**src/rtl/rv_fetch.sv**
```systemverilog
// rtl/rv_fetch.sv - instruction fetch stage with registered-memory issue and 2-entry output queue
//
// Ports:
//   mclk            clock, all state on rising edge
//   rstn            synchronous active-low reset
//   fetch_en        allow new fetches to be issued
//   redirect_valid  one-cycle branch/jump redirect strobe
//   redirect_pc     redirect target byte address (low two bits ignored)
//   PC              fetch address presented to instruction memory
//   instrData       memory read data, valid the cycle after PC was presented
//   if_valid        instruction available to the decoder
//   if_instr        instruction word at queue head (0 when empty)
//   if_pc           byte address of if_instr (0 when empty)
//   id_ready        decoder accepts the head this cycle

module rv_fetch #(
    parameter logic [31:0] RESET_PC = 32'h0000_0000
) (
    input  logic        mclk,
    input  logic        rstn,
    input  logic        fetch_en,
    input  logic        redirect_valid,
    input  logic [31:0] redirect_pc,
    output logic [31:0] PC,
    input  logic [31:0] instrData,
    output logic        if_valid,
    output logic [31:0] if_instr,
    output logic [31:0] if_pc,
    input  logic        id_ready
);

    logic [31:0] pc_q;
    logic        inflight_q;
    logic [31:0] inflight_pc_q;
    logic [1:0]  count_q;

    // Queue slot 0 is the head, slot 1 the entry behind it.
    logic [31:0] slot_pc_q   [2];
    logic [31:0] slot_instr_q[2];

    logic        pop;
    logic        push;
    logic        issue;
    logic [2:0]  occupancy;
    logic [1:0]  count_after_pop;

    assign if_valid = (count_q != 2'd0);
    assign if_instr = if_valid ? slot_instr_q[0] : 32'h0;
    assign if_pc    = if_valid ? slot_pc_q[0]    : 32'h0;
    assign PC       = pc_q;

    assign pop  = if_valid && id_ready;
    assign push = inflight_q && !redirect_valid;

    // Entries that will need a queue slot once this edge settles: what stays
    // in the queue plus the word returning from memory. A new issue is only
    // allowed if its word is guaranteed a slot next cycle, so the queue can
    // never overflow and no returning word is ever dropped.
    assign occupancy       = {1'b0, count_q} - {2'b00, pop} + {2'b00, inflight_q};
    assign issue           = fetch_en && !redirect_valid && (occupancy < 3'd2);
    assign count_after_pop = count_q - {1'b0, pop};

    always_ff @(posedge mclk) begin
        if (!rstn) begin
            pc_q            <= RESET_PC;
            inflight_q      <= 1'b0;
            inflight_pc_q   <= 32'h0;
            count_q         <= 2'd0;
            slot_pc_q[0]    <= 32'h0;
            slot_pc_q[1]    <= 32'h0;
            slot_instr_q[0] <= 32'h0;
            slot_instr_q[1] <= 32'h0;
        end else if (redirect_valid) begin
            // Redirect wins over everything: drop the in-flight word and all
            // queued words, restart at the word-aligned target.
            pc_q       <= {redirect_pc[31:2], 2'b00};
            inflight_q <= 1'b0;
            count_q    <= 2'd0;
        end else begin
            if (issue) begin
                inflight_q    <= 1'b1;
                inflight_pc_q <= pc_q;
                pc_q          <= pc_q + 32'd4;
            end else begin
                // The memory re-reads the held address; that data is never
                // pushed because inflight_q is cleared here.
                inflight_q <= 1'b0;
            end

            if (pop) begin
                slot_pc_q[0]    <= slot_pc_q[1];
                slot_instr_q[0] <= slot_instr_q[1];
            end

            // Push lands in the first free slot after the pop; written after
            // the shift so it overrides slot 0 when the queue drains to empty.
            if (push) begin
                if (count_after_pop == 2'd0) begin
                    slot_pc_q[0]    <= inflight_pc_q;
                    slot_instr_q[0] <= instrData;
                end else begin
                    slot_pc_q[1]    <= inflight_pc_q;
                    slot_instr_q[1] <= instrData;
                end
            end

            count_q <= count_after_pop + {1'b0, push};
        end
    end

endmodule

```
**config.mk**
```make
export PLATFORM = sky130hd
export DESIGN_NAME = rv_fetch
export DESIGN_NICKNAME = d
export VERILOG_FILES = /design/src/rtl/rv_fetch.sv
export SDC_FILE = /design/constraint.sdc
export NUM_CORES = 1
export LEC_CHECK = 0
export BUFFER_PORTS_ARGS = -buffer_cell sky130_fd_sc_hd__buf_2
export CAP_MARGIN = 15
export CORE_AREA = 5 5 152 154
export DETAILED_ROUTE_END_ITERATION = 6
export DIE_AREA = 0 0 157 159
export PLACE_DENSITY = 0.65
export SLEW_MARGIN = 20
export SYNTH_ARGS = -nofsm -noshare
export SYNTH_HDL_FRONTEND = slang
export SYNTH_SLANG_ARGS = --single-unit
```
**constraint.sdc**
```tcl
create_clock -name mclk -period 7 [get_ports mclk]
set_input_delay 0.35 -clock mclk [delete_from_list [all_inputs] [get_ports mclk]]
set_output_delay 0.35 -clock mclk [all_outputs]
set_load 0.05 [all_outputs]
```
==> impl_metrics.env, run 1 <==
export IMPL_status="complete, no violations"
export IMPL_wl_per_cell_um=15.9
export IMPL_arrival_ns=4.04
export IMPL_dieHeight_um=159
export IMPL_clock_sinks=187
export IMPL_reg2reg_depth=11
export IMPL_final_common_cell="nand2_1"
export IMPL_layout_drive_gt1_share_pct=21.5
export IMPL_whs_path_depth=3
export IMPL_yosysTopAreaCell="edfxtp_1"
export IMPL_cts_root_buf="clkbuf_16"
export IMPL_worstMarginPinSlew_ns=1.04
export IMPL_first_pass_iters=5
export IMPL_grt_pass1_wl_um=33600
export IMPL_post_cts_buffers=0
export IMPL_crit_path_max_fanout=57
export IMPL_start_kind="flip-flop"
export IMPL_place_congestion=0.793
export IMPL_synth_edf_count=124
export IMPL_totalWireLength_um=20400
export IMPL_critical_path_class="reg2reg"
export IMPL_synthTopCellsByArea="edfxtp_1 44%, dfxtp_1 15%, and2_1 9.3%, nand2_1 9.3%, a21oi_1 5.4%"
export IMPL_antenna_found_initial=0
export IMPL_syn_area_um2=8500
export IMPL_grt_use_total_pct=16.6
export IMPL_post_place_ws_ns=3.23
export IMPL_ys_ff_latch=187
export IMPL_placed_area_um2=9490
export IMPL_vias=6447
export IMPL_grt_pass1_vias=6318
export IMPL_hold_viol_final=0
export IMPL_rr_endpoint="PC[13]"
export IMPL_holdBufCountCts=0
export IMPL_syn_to_final_growth_pct=19.1
export IMPL_fin_area_um2=10100
export IMPL_layout_setup_ws_ns=3.31
export IMPL_clock_latency_ns=0.42
export IMPL_rsz0062_at_grt="no"
export IMPL_fin_skew_ns=0.0102
export IMPL_async_flop_share_pct=0
export IMPL_first_iter_violations=396
export IMPL_cp_required_ns=7.35
export IMPL_finalMaxSlewViolations=0
export IMPL_hold_start="redirect_pc[12]"
export IMPL_core_um2=21600
export IMPL_yosys_warnings=0
export IMPL_cts_buffer_depth=2
export IMPL_power_leakage_nw=4.09
export IMPL_period_share_pct=52.7
export IMPL_fmax_ghz=0.271
export IMPL_avgSynthCellArea_um2=9.86
export IMPL_dp_cells=1248
export IMPL_dp_hpwl_um=12700
export IMPL_portBuffers=159
export IMPL_max_slew_margin_rel_pct=30.4
export IMPL_dieArea_um2=25000
export IMPL_r2r_slack_ns=3.31
export IMPL_ys_seq_area_share_pct=58.6
export IMPL_max_cap_viol_count=0
export IMPL_drt_vias_per_instance=5.04
export IMPL_fillerInstances=2083
export IMPL_ctsResizeCount=0
export IMPL_hold_class="in2reg"
export IMPL_end_kind="flip-flop"
export IMPL_synth_distinct_cells=51
export IMPL_antenna_cells=0
export IMPL_final_cell_mix="211 x nand2_1, 159 x buf_2, 127 x and2_1"
export IMPL_io_pins=166
export IMPL_worstHoldEndpoint="PC[12]"
export IMPL_cts_htree_levels=4
export IMPL_tns_ns=0
export IMPL_yosysTopAreaCellShare_pct=43.8
export IMPL_drc_errors=0
export IMPL_power_density_nw_per_um2=245
export IMPL_cts_tree="yes"
export IMPL_rows=54
export IMPL_initial_core_util_pct=39.5
export IMPL_finalCriticalPeriod_ns=3.69
export IMPL_timing_rr_start="count_q[1]"
export IMPL_p_total_mw=2.48
export IMPL_setup_viol=0
export IMPL_clkTransAtPathRegs_ns=0.07
export IMPL_die_w_um=157
export IMPL_antenna_left=0
export IMPL_vdd_drop_max_uv=155
export IMPL_grt_max_degree=84
export IMPL_nets=1060
export IMPL_cts_buffers=17
export IMPL_grt_overflow=0
export IMPL_ys_flop_type="edfxtp_1"
export IMPL_fin_cells=1280
export IMPL_syn_inst=862
-- worst max-delay path by stage --
stage / startpoint / to / slack, ns / cells past startpoint
global placement: id_ready / PC[13] / 3.31 / 12
finish: count_q[1] / PC[13] / 3.31 / 11
global route: count_q[1] / PC[13] / 3.09 / 11
CTS: count_q[1] / PC[13] / 3.28 / 11
detailed placement: id_ready / PC[13] / 3.23 / 12
floorplan: inflight_q / slot_instr_q[0][32] / 1.46 / 3
-- layer usage --
layer | part of all wire (%) | track usage, % | vias up
met1 | 48 | 24.5 | 3020
li1 | - | - | 3220
met3 | 6.0 | 3.64 | 11
met5 | 0 | 0 | -
met4 | 0.86 | 3.51 | 0
met2 | 45 | 25.3 | 196
-- through the flow --
stage	hold WS (ns)	utilization (%)
2_1_floorplan	0.445	-
3_3_place_gp	0.455	44.0
3_5_place_dp	0.461	44.0
4_1_cts	0.147	47.0
5_1_grt	0.154	47.0
6_report	0.171	47.0
-- registers in the layout, indices dropped and copies added (netlist names) --
signal and flops:
inflight_pc_q 30, inflight_q 1, slot_pc_q 60, PC 30, slot_instr_q 64, count_q 2
-- where the power goes --
part,switching [mW],internal [mW]
Combinational,0.129,0.0476
Clock,0.441,0.608
Sequential,0.0301,1.22
-- cells in the mapped netlist (2+ instances only) --
| cell type | count |
|---|---|
| buf_2 | 7 |
| ha_1 | 3 |
| and2_1 | 127 |
| clkbuf_1 | 51 |
| a221oi_1 | 2 |
| o211ai_1 | 3 |
| nand2_1 | 211 |
| nor3_2 | 2 |
| edfxtp_1 | 124 |
| nor2_1 | 10 |
| and3_1 | 6 |
| and4_1 | 3 |
| dfxtp_1 | 63 |
| a31oi_1 | 11 |
| inv_2 | 2 |
| a31o_2 | 2 |
| buf_4 | 4 |
| nor4_1 | 3 |
| o21a_1 | 2 |
| nand4_1 | 17 |
| xnor2_1 | 4 |
| o22ai_1 | 4 |
| inv_1 | 10 |
| xor2_1 | 5 |
| nand3_1 | 39 |
| a22oi_1 | 5 |
| a21o_1 | 4 |
| o21ai_0 | 4 |
| a21oi_1 | 91 |
| or3_1 | 5 |
| nor3_1 | 9 |
| mux2_1 | 7 |
| o21ai_1 | 4 |
-- critical path: stages (launching register included) --
cell and delay [ns]:
dfxtp_1 0.43, inv_1 0.08, or3_1 0.34, inv_1 0.11, a21o_1 0.11, nand2_1 0.07, fa_1 0.37, xor2_1 0.21
or3_2 0.94, nor4_1 0.46, mux2_1 0.35, a21oi_1 0.14
-- cell type report --
type | instances | area (um2) | share of cell area, %
Sequential cell | 187 | 4980 | 49.2
Multi-Input combinational cell | 603 | 3260 | 32.2
Timing Repair Buffer | 166 | 848 | 8.38
Clock buffer | 18 | 429 | 4.24
Tap cell | 280 | 350 | 3.46
Clock inverter | 14 | 209 | 2.06
Inverter | 12 | 45.0 | 0.445
-- cell families after synthesis --
group	synth area share, %
simple gates	26.0
mux	1.04
xor+xnor	0.927
compound gates	9.11
buf+inv	3.59
fa+ha+maj	0.677
flops	58.6
other cells	0.0441
(Power assumes the default switching activity.)
==> run 2: changes to the inputs <==
Clock period 7 ns to 3.71 ns, I/O delays scaled along.
==> run 2 against run 1 <==
Global-route usage fell by 0.87 points. Highest routed layer is now met5. Largest power group unchanged. Final cell count rose by 1.0%. Critical path depth rose by 1. Sequential share of layout area fell by 0.55 points. Non-clock buffer count rose by 13.
==> impl_metrics.env, run 2 (synthesis gave the netlist of run 1 again) <==
export IMPL_status="complete, no violations"
export IMPL_hold_class="in2reg"
export IMPL_hold_viol_final=0
export IMPL_grt_overflow=0
export IMPL_finalCriticalPeriod_ns=3.36
export IMPL_layout_drive_gt1_share_pct=21.9
export IMPL_register_area_um2=4980
export IMPL_antenna_cells=0
export IMPL_power_leakage_nw=4.16
export IMPL_dieArea_um2=25000
export IMPL_utilization_pct=47.5
export IMPL_whs_path_depth=3
export IMPL_post_place_ws_ns=0.355
export IMPL_syn_to_final_growth_pct=20.4
export IMPL_clkTransAtPathRegs_ns=0.07
export IMPL_critPathTopFamily="simple AND/OR/NAND/NOR gates"
export IMPL_first_pass_iters=5
export IMPL_initial_core_util_pct=39.5
export IMPL_top_regs="slot_instr_q: 64 flops, slot_pc_q: 60 flops"
export IMPL_p_total_mw=4.64
export IMPL_drt_vias_per_instance=4.95
export IMPL_period_share_pct=90.6
export IMPL_die_w_um=157
export IMPL_rsz0062_at_grt="no"
export IMPL_cts_htree_levels=4
export IMPL_worstMarginPinSlew_ns=0.915
export IMPL_grt_pass1_vias=6058
export IMPL_vias=6399
export IMPL_dp_hpwl_um=13100
export IMPL_max_slew_margin_rel_pct=39.0
export IMPL_antenna_found_initial=1
export IMPL_drc_errors=0
export IMPL_ctsResizeCount=0
export IMPL_clock_sinks=187
export IMPL_fin_skew_ns=0.0116
export IMPL_critical_path_class="reg2reg"
export IMPL_tns_ns=0
export IMPL_largest_register_ffs=64
export IMPL_wl_per_cell_um=15.3
export IMPL_cp_required_ns=4.06
export IMPL_rows=54
export IMPL_crit_path_max_fanout=38
export IMPL_portBuffers=159
export IMPL_setup_viol=0
export IMPL_placed_area_um2=9560
export IMPL_largest_register="slot_instr_q"
export IMPL_reg2reg_depth=12
export IMPL_fmax_ghz=0.298
export IMPL_cp_slowest_cell="or3_2"
export IMPL_cp_num_buf_inv=3
export IMPL_io_pins=166
export IMPL_arrival_ns=3.71
export IMPL_clock_latency_ns=0.42
export IMPL_cts_root_buf="clkbuf_16"
export IMPL_worstPathCellList="inv_1 -> or3_1 -> inv_1 -> a21o_1 -> nand2_1 -> fa_1 -> xor2_1 -> or3_2 -> buf_4 -> nor4_1 -> a21oi_1 -> a21oi_1"
export IMPL_totalWireLength_um=19800
export IMPL_power_density_nw_per_um2=453
export IMPL_final_common_cell="nand2_1"
export IMPL_core_um2=21600
export IMPL_place_congestion=0.796
export IMPL_critPathMaxStageDelay_ns=0.69
export IMPL_grt_pass1_wl_um=31900
export IMPL_cp_depth=12
export IMPL_multiInputGateArea_um2=3260
export IMPL_end_kind="flip-flop"
export IMPL_vdd_drop_max_uv=295
export IMPL_grt_use_total_pct=15.7
export IMPL_final_cell_mix="211 x nand2_1, 159 x buf_2, 127 x and2_1"
export IMPL_grt_max_degree=65
export IMPL_start_kind="flip-flop"
export IMPL_nets=1073
export IMPL_finalMaxSlewViolations=0
export IMPL_cts_buffers=17
export IMPL_dieHeight_um=159
export IMPL_cts_tree="yes"
export IMPL_antenna_left=0
export IMPL_first_iter_violations=280
export IMPL_layout_setup_ws_ns=0.349
export IMPL_max_cap_viol_count=0
export IMPL_cts_buffer_depth=2
export IMPL_fillerInstances=2046
export IMPL_fin_area_um2=10200
-- run 2: timing repair --
| item | 4_1_cts | 5_1_grt |
|---|---|---|
| endpoints found under the hold margin | 5 | 0 |
| hold buffers | 5 | 0 |
| endpoints found under the setup margin | 0 | 0 |
| buffers inserted | 0 | 0 |
-- run 2: power breakdown --
part | switching [mW] | internal, mW | leakage (nW)
sequential | 0.0576 | 2.30 | 1.80
combinational | 0.242 | 0.0987 | 2.05
clock | 0.790 | 1.15 | 0.310
total | 1.09 | 3.55 | 4.16
-- run 2: final timing paths --
check | start | to | slack (ns)
setup reg to reg | count_q[1] | PC[8] | 0.35
hold reg to reg | inflight_pc_q[19] | inflight_pc_q[19] | 0.47
hold / removal | redirect_pc[27] | PC[27] | 0.01
setup / recovery | count_q[1] | PC[8] | 0.35
-- run 2: routing by layer --
layer	global-route usage [%]	up-vias	part of all wire [%]
met3	3.42	16	7.0
li1	-	3246	-
met2	24.0	198	45
met1	22.9	2937	47
met4	3.79	2	0.92
met5	0	-	0.035
-- run 2: final cells by class --
type | instances | area share [%]
inverter | 12 | 0.440
clock buffer | 18 | 4.29
multi-input combinational | 603 | 31.8
timing repair buffer | 179 | 9.48
tap | 280 | 3.42
clock inverter | 14 | 1.86
sequential | 187 | 48.7
-- run 2: metrics by stage --
stage | hold slack [ns] | instances
final | 0.0124 | 1293
after global routing | 0.00793 | 1293
after CTS | 0.00271 | 1293
after detailed placement | 0.432 | 1256
after global placement | 0.427 | 1256
after floorplan | 0.329 | 865
-- run 2: worst min-delay path, cell delays in order --
cell and delay, ns:
buf_2 0.09, nand2_1 0.05, a21oi_1 0.05
==> run 3: changes to the inputs <==
Settings changed: CORE_AREA 5 5 152 154 to 5 5 137 172, DIE_AREA 0 0 157 159 to 0 0 142 177, PLACE_DENSITY 0.65 to 0.64.
==> run 3 against run 2 <==
Clock skew is 0.0032 ns lower. Sequential share of layout area is 0.15 points higher. Via count is 0.19% higher. Sequential cell count stayed put. Critical path type unchanged. Design area is 0.31% lower. Largest cell class unchanged. Critical path depth is 1 lower. Worst setup slack better by 0.063 ns. Global-route usage is 0.25 points higher. Non-clock buffer count is 3 higher. Critical endpoint is now PC[13]. Final cell count is 0.46% higher. Count of clock-buffer cells in the layout is 2 higher. Register-to-register slack better by 0.06 ns. Highest routed layer is now met4.
==> impl_metrics.env, run 3 (synthesis gave the netlist of run 1 again) <==
export IMPL_status="complete, no violations"
export IMPL_rows=61
export IMPL_grt_use_total_pct=16.0
export IMPL_power_leakage_nw=4.13
export IMPL_period_share_pct=88.9
export IMPL_timing_rr_start="count_q[1]"
export IMPL_clkTransAtPathRegs_ns=0.07
export IMPL_whs_path_depth=3
export IMPL_dp_cells=1258
export IMPL_fin_area_um2=10200
export IMPL_largest_register_ffs=64
export IMPL_grt_overflow=0
export IMPL_grt_max_degree=65
export IMPL_finalMaxSlewViolations=0
export IMPL_grt_pass1_wl_um=32500
export IMPL_hold_class="in2reg"
export IMPL_end_kind="flip-flop"
export IMPL_portBuffers=159
export IMPL_hold_start="redirect_pc[30]"
export IMPL_arrival_ns=3.65
export IMPL_clock_latency_ns=0.42
export IMPL_worstHoldEndpoint="PC[30]"
export IMPL_antenna_cells=0
export IMPL_power_density_nw_per_um2=435
export IMPL_crit_path_max_fanout=15
export IMPL_max_slew_margin_rel_pct=37.6
export IMPL_critPathLaunch="count_q[1]"
export IMPL_rsz0062_at_grt="no"
export IMPL_wl_per_cell_um=15.5
export IMPL_max_cap_viol_count=0
export IMPL_dieHeight_um=177
export IMPL_post_place_ws_ns=0.424
export IMPL_dieArea_um2=25100
export IMPL_post_cts_buffers=0
export IMPL_io_pins=166
export IMPL_fillerInstances=2161
export IMPL_top_regs="slot_instr_q: 64 flops, slot_pc_q: 60 flops"
export IMPL_rr_endpoint="PC[13]"
export IMPL_clock_sinks=187
export IMPL_fin_skew_ns=0.00843
export IMPL_final_common_cell="nand2_1"
export IMPL_vias=6411
export IMPL_core_um2=21800
export IMPL_first_pass_iters=4
export IMPL_syn_to_final_growth_pct=20.0
export IMPL_setup_viol=0
export IMPL_hold_viol_final=0
export IMPL_antenna_found_initial=0
export IMPL_final_cell_mix="211 x nand2_1, 159 x buf_2, 127 x and2_1"
export IMPL_placed_area_um2=9560
export IMPL_antenna_left=0
export IMPL_grt_pass1_vias=6168
export IMPL_initial_core_util_pct=39.0
export IMPL_vdd_drop_max_uv=316
export IMPL_reg2reg_depth=11
export IMPL_totalWireLength_um=20200
export IMPL_dp_hpwl_um=13300
export IMPL_largest_register="slot_instr_q"
export IMPL_fmax_ghz=0.303
export IMPL_cp_required_ns=4.06
export IMPL_drc_errors=0
export IMPL_cts_buffers=17
export IMPL_r2r_slack_ns=0.41
export IMPL_cts_htree_levels=4
export IMPL_fin_cells=1299
export IMPL_p_total_mw=4.45
export IMPL_start_kind="flip-flop"
export IMPL_tns_ns=0
export IMPL_worstMarginPinSlew_ns=0.936
export IMPL_utilization_pct=46.8
export IMPL_cts_root_buf="clkbuf_16"
export IMPL_drt_vias_per_instance=4.94
export IMPL_nets=1076
export IMPL_die_w_um=142
export IMPL_critical_path_class="reg2reg"
export IMPL_cts_tree="yes"
export IMPL_layout_setup_ws_ns=0.412
export IMPL_place_congestion=0.783
export IMPL_cts_buffer_depth=2
export IMPL_whs_ns=0.0153
export IMPL_ctsResizeCount=0
export IMPL_finalCriticalPeriod_ns=3.30
export IMPL_first_iter_violations=353
export IMPL_layout_drive_gt1_share_pct=21.8
==> run 3: cell count changes in the layout (fill, tap and decap cells not counted), moves of 2 or more <==
cell	delta
clkinvlp_4	+3
dlygate4sd3_1	+4
clkbuf_1	+2
clkinv_1	-2
bufinv_16	-3
==> run 3: area by class of cell <==
cell class | count | area (um2) | share of cell area [%]
clock buffers | 20 | 447 | 4.38
multi-input cells | 603 | 3260 | 31.9
well taps | 283 | 354 | 3.47
repair buffers | 182 | 1000 | 9.83
flip-flops and latches | 187 | 4980 | 48.8
clock inverters | 12 | 115 | 1.13
inverters | 12 | 45.0 | 0.441
==> run 3: critical path, cell delays in order, from the launching register on <==
cell and delay (ns):
dfxtp_1 0.43, inv_1 0.09, or3_1 0.35, inv_1 0.12, a21o_1 0.11, nand2_1 0.07
fa_1 0.37, xor2_1 0.21, or3_2 0.65, nor4_1 0.34, mux2_1 0.35, a21oi_1 0.13
==> run 3: how the worst max path moves through the flow <==
stage	end	slack [ns]	depth (start not counted)
3_3_place_gp	PC[13]	0.49	11
2_1_floorplan	slot_instr_q[0][0]	0.66	4
4_1_cts	PC[13]	0.40	11
6_report	PC[13]	0.41	11
3_5_place_dp	PC[13]	0.42	11
5_1_grt	PC[13]	0.24	11
==> run 3: where the power goes <==
| part | switching, mW | internal [mW] | total, mW |
|---|---|---|---|
| Sequential | 0.0574 | 2.30 | 2.36 |
| Clock | 0.789 | 0.953 | 1.74 |
| Combinational | 0.243 | 0.101 | 0.344 |
==> run 3: layer usage <==
metal	track usage (%)	wire length, um
met4	3.96	184
met2	27.3	10100
met5	0	0
met3	3.16	911
met1	20.9	8990
==> run 3: repair_timing <==
action | CTS | global route
endpoints found under the hold margin | 9 | 0
hold buffers | 9 | 0
setup endpoints to repair | 0 | 0
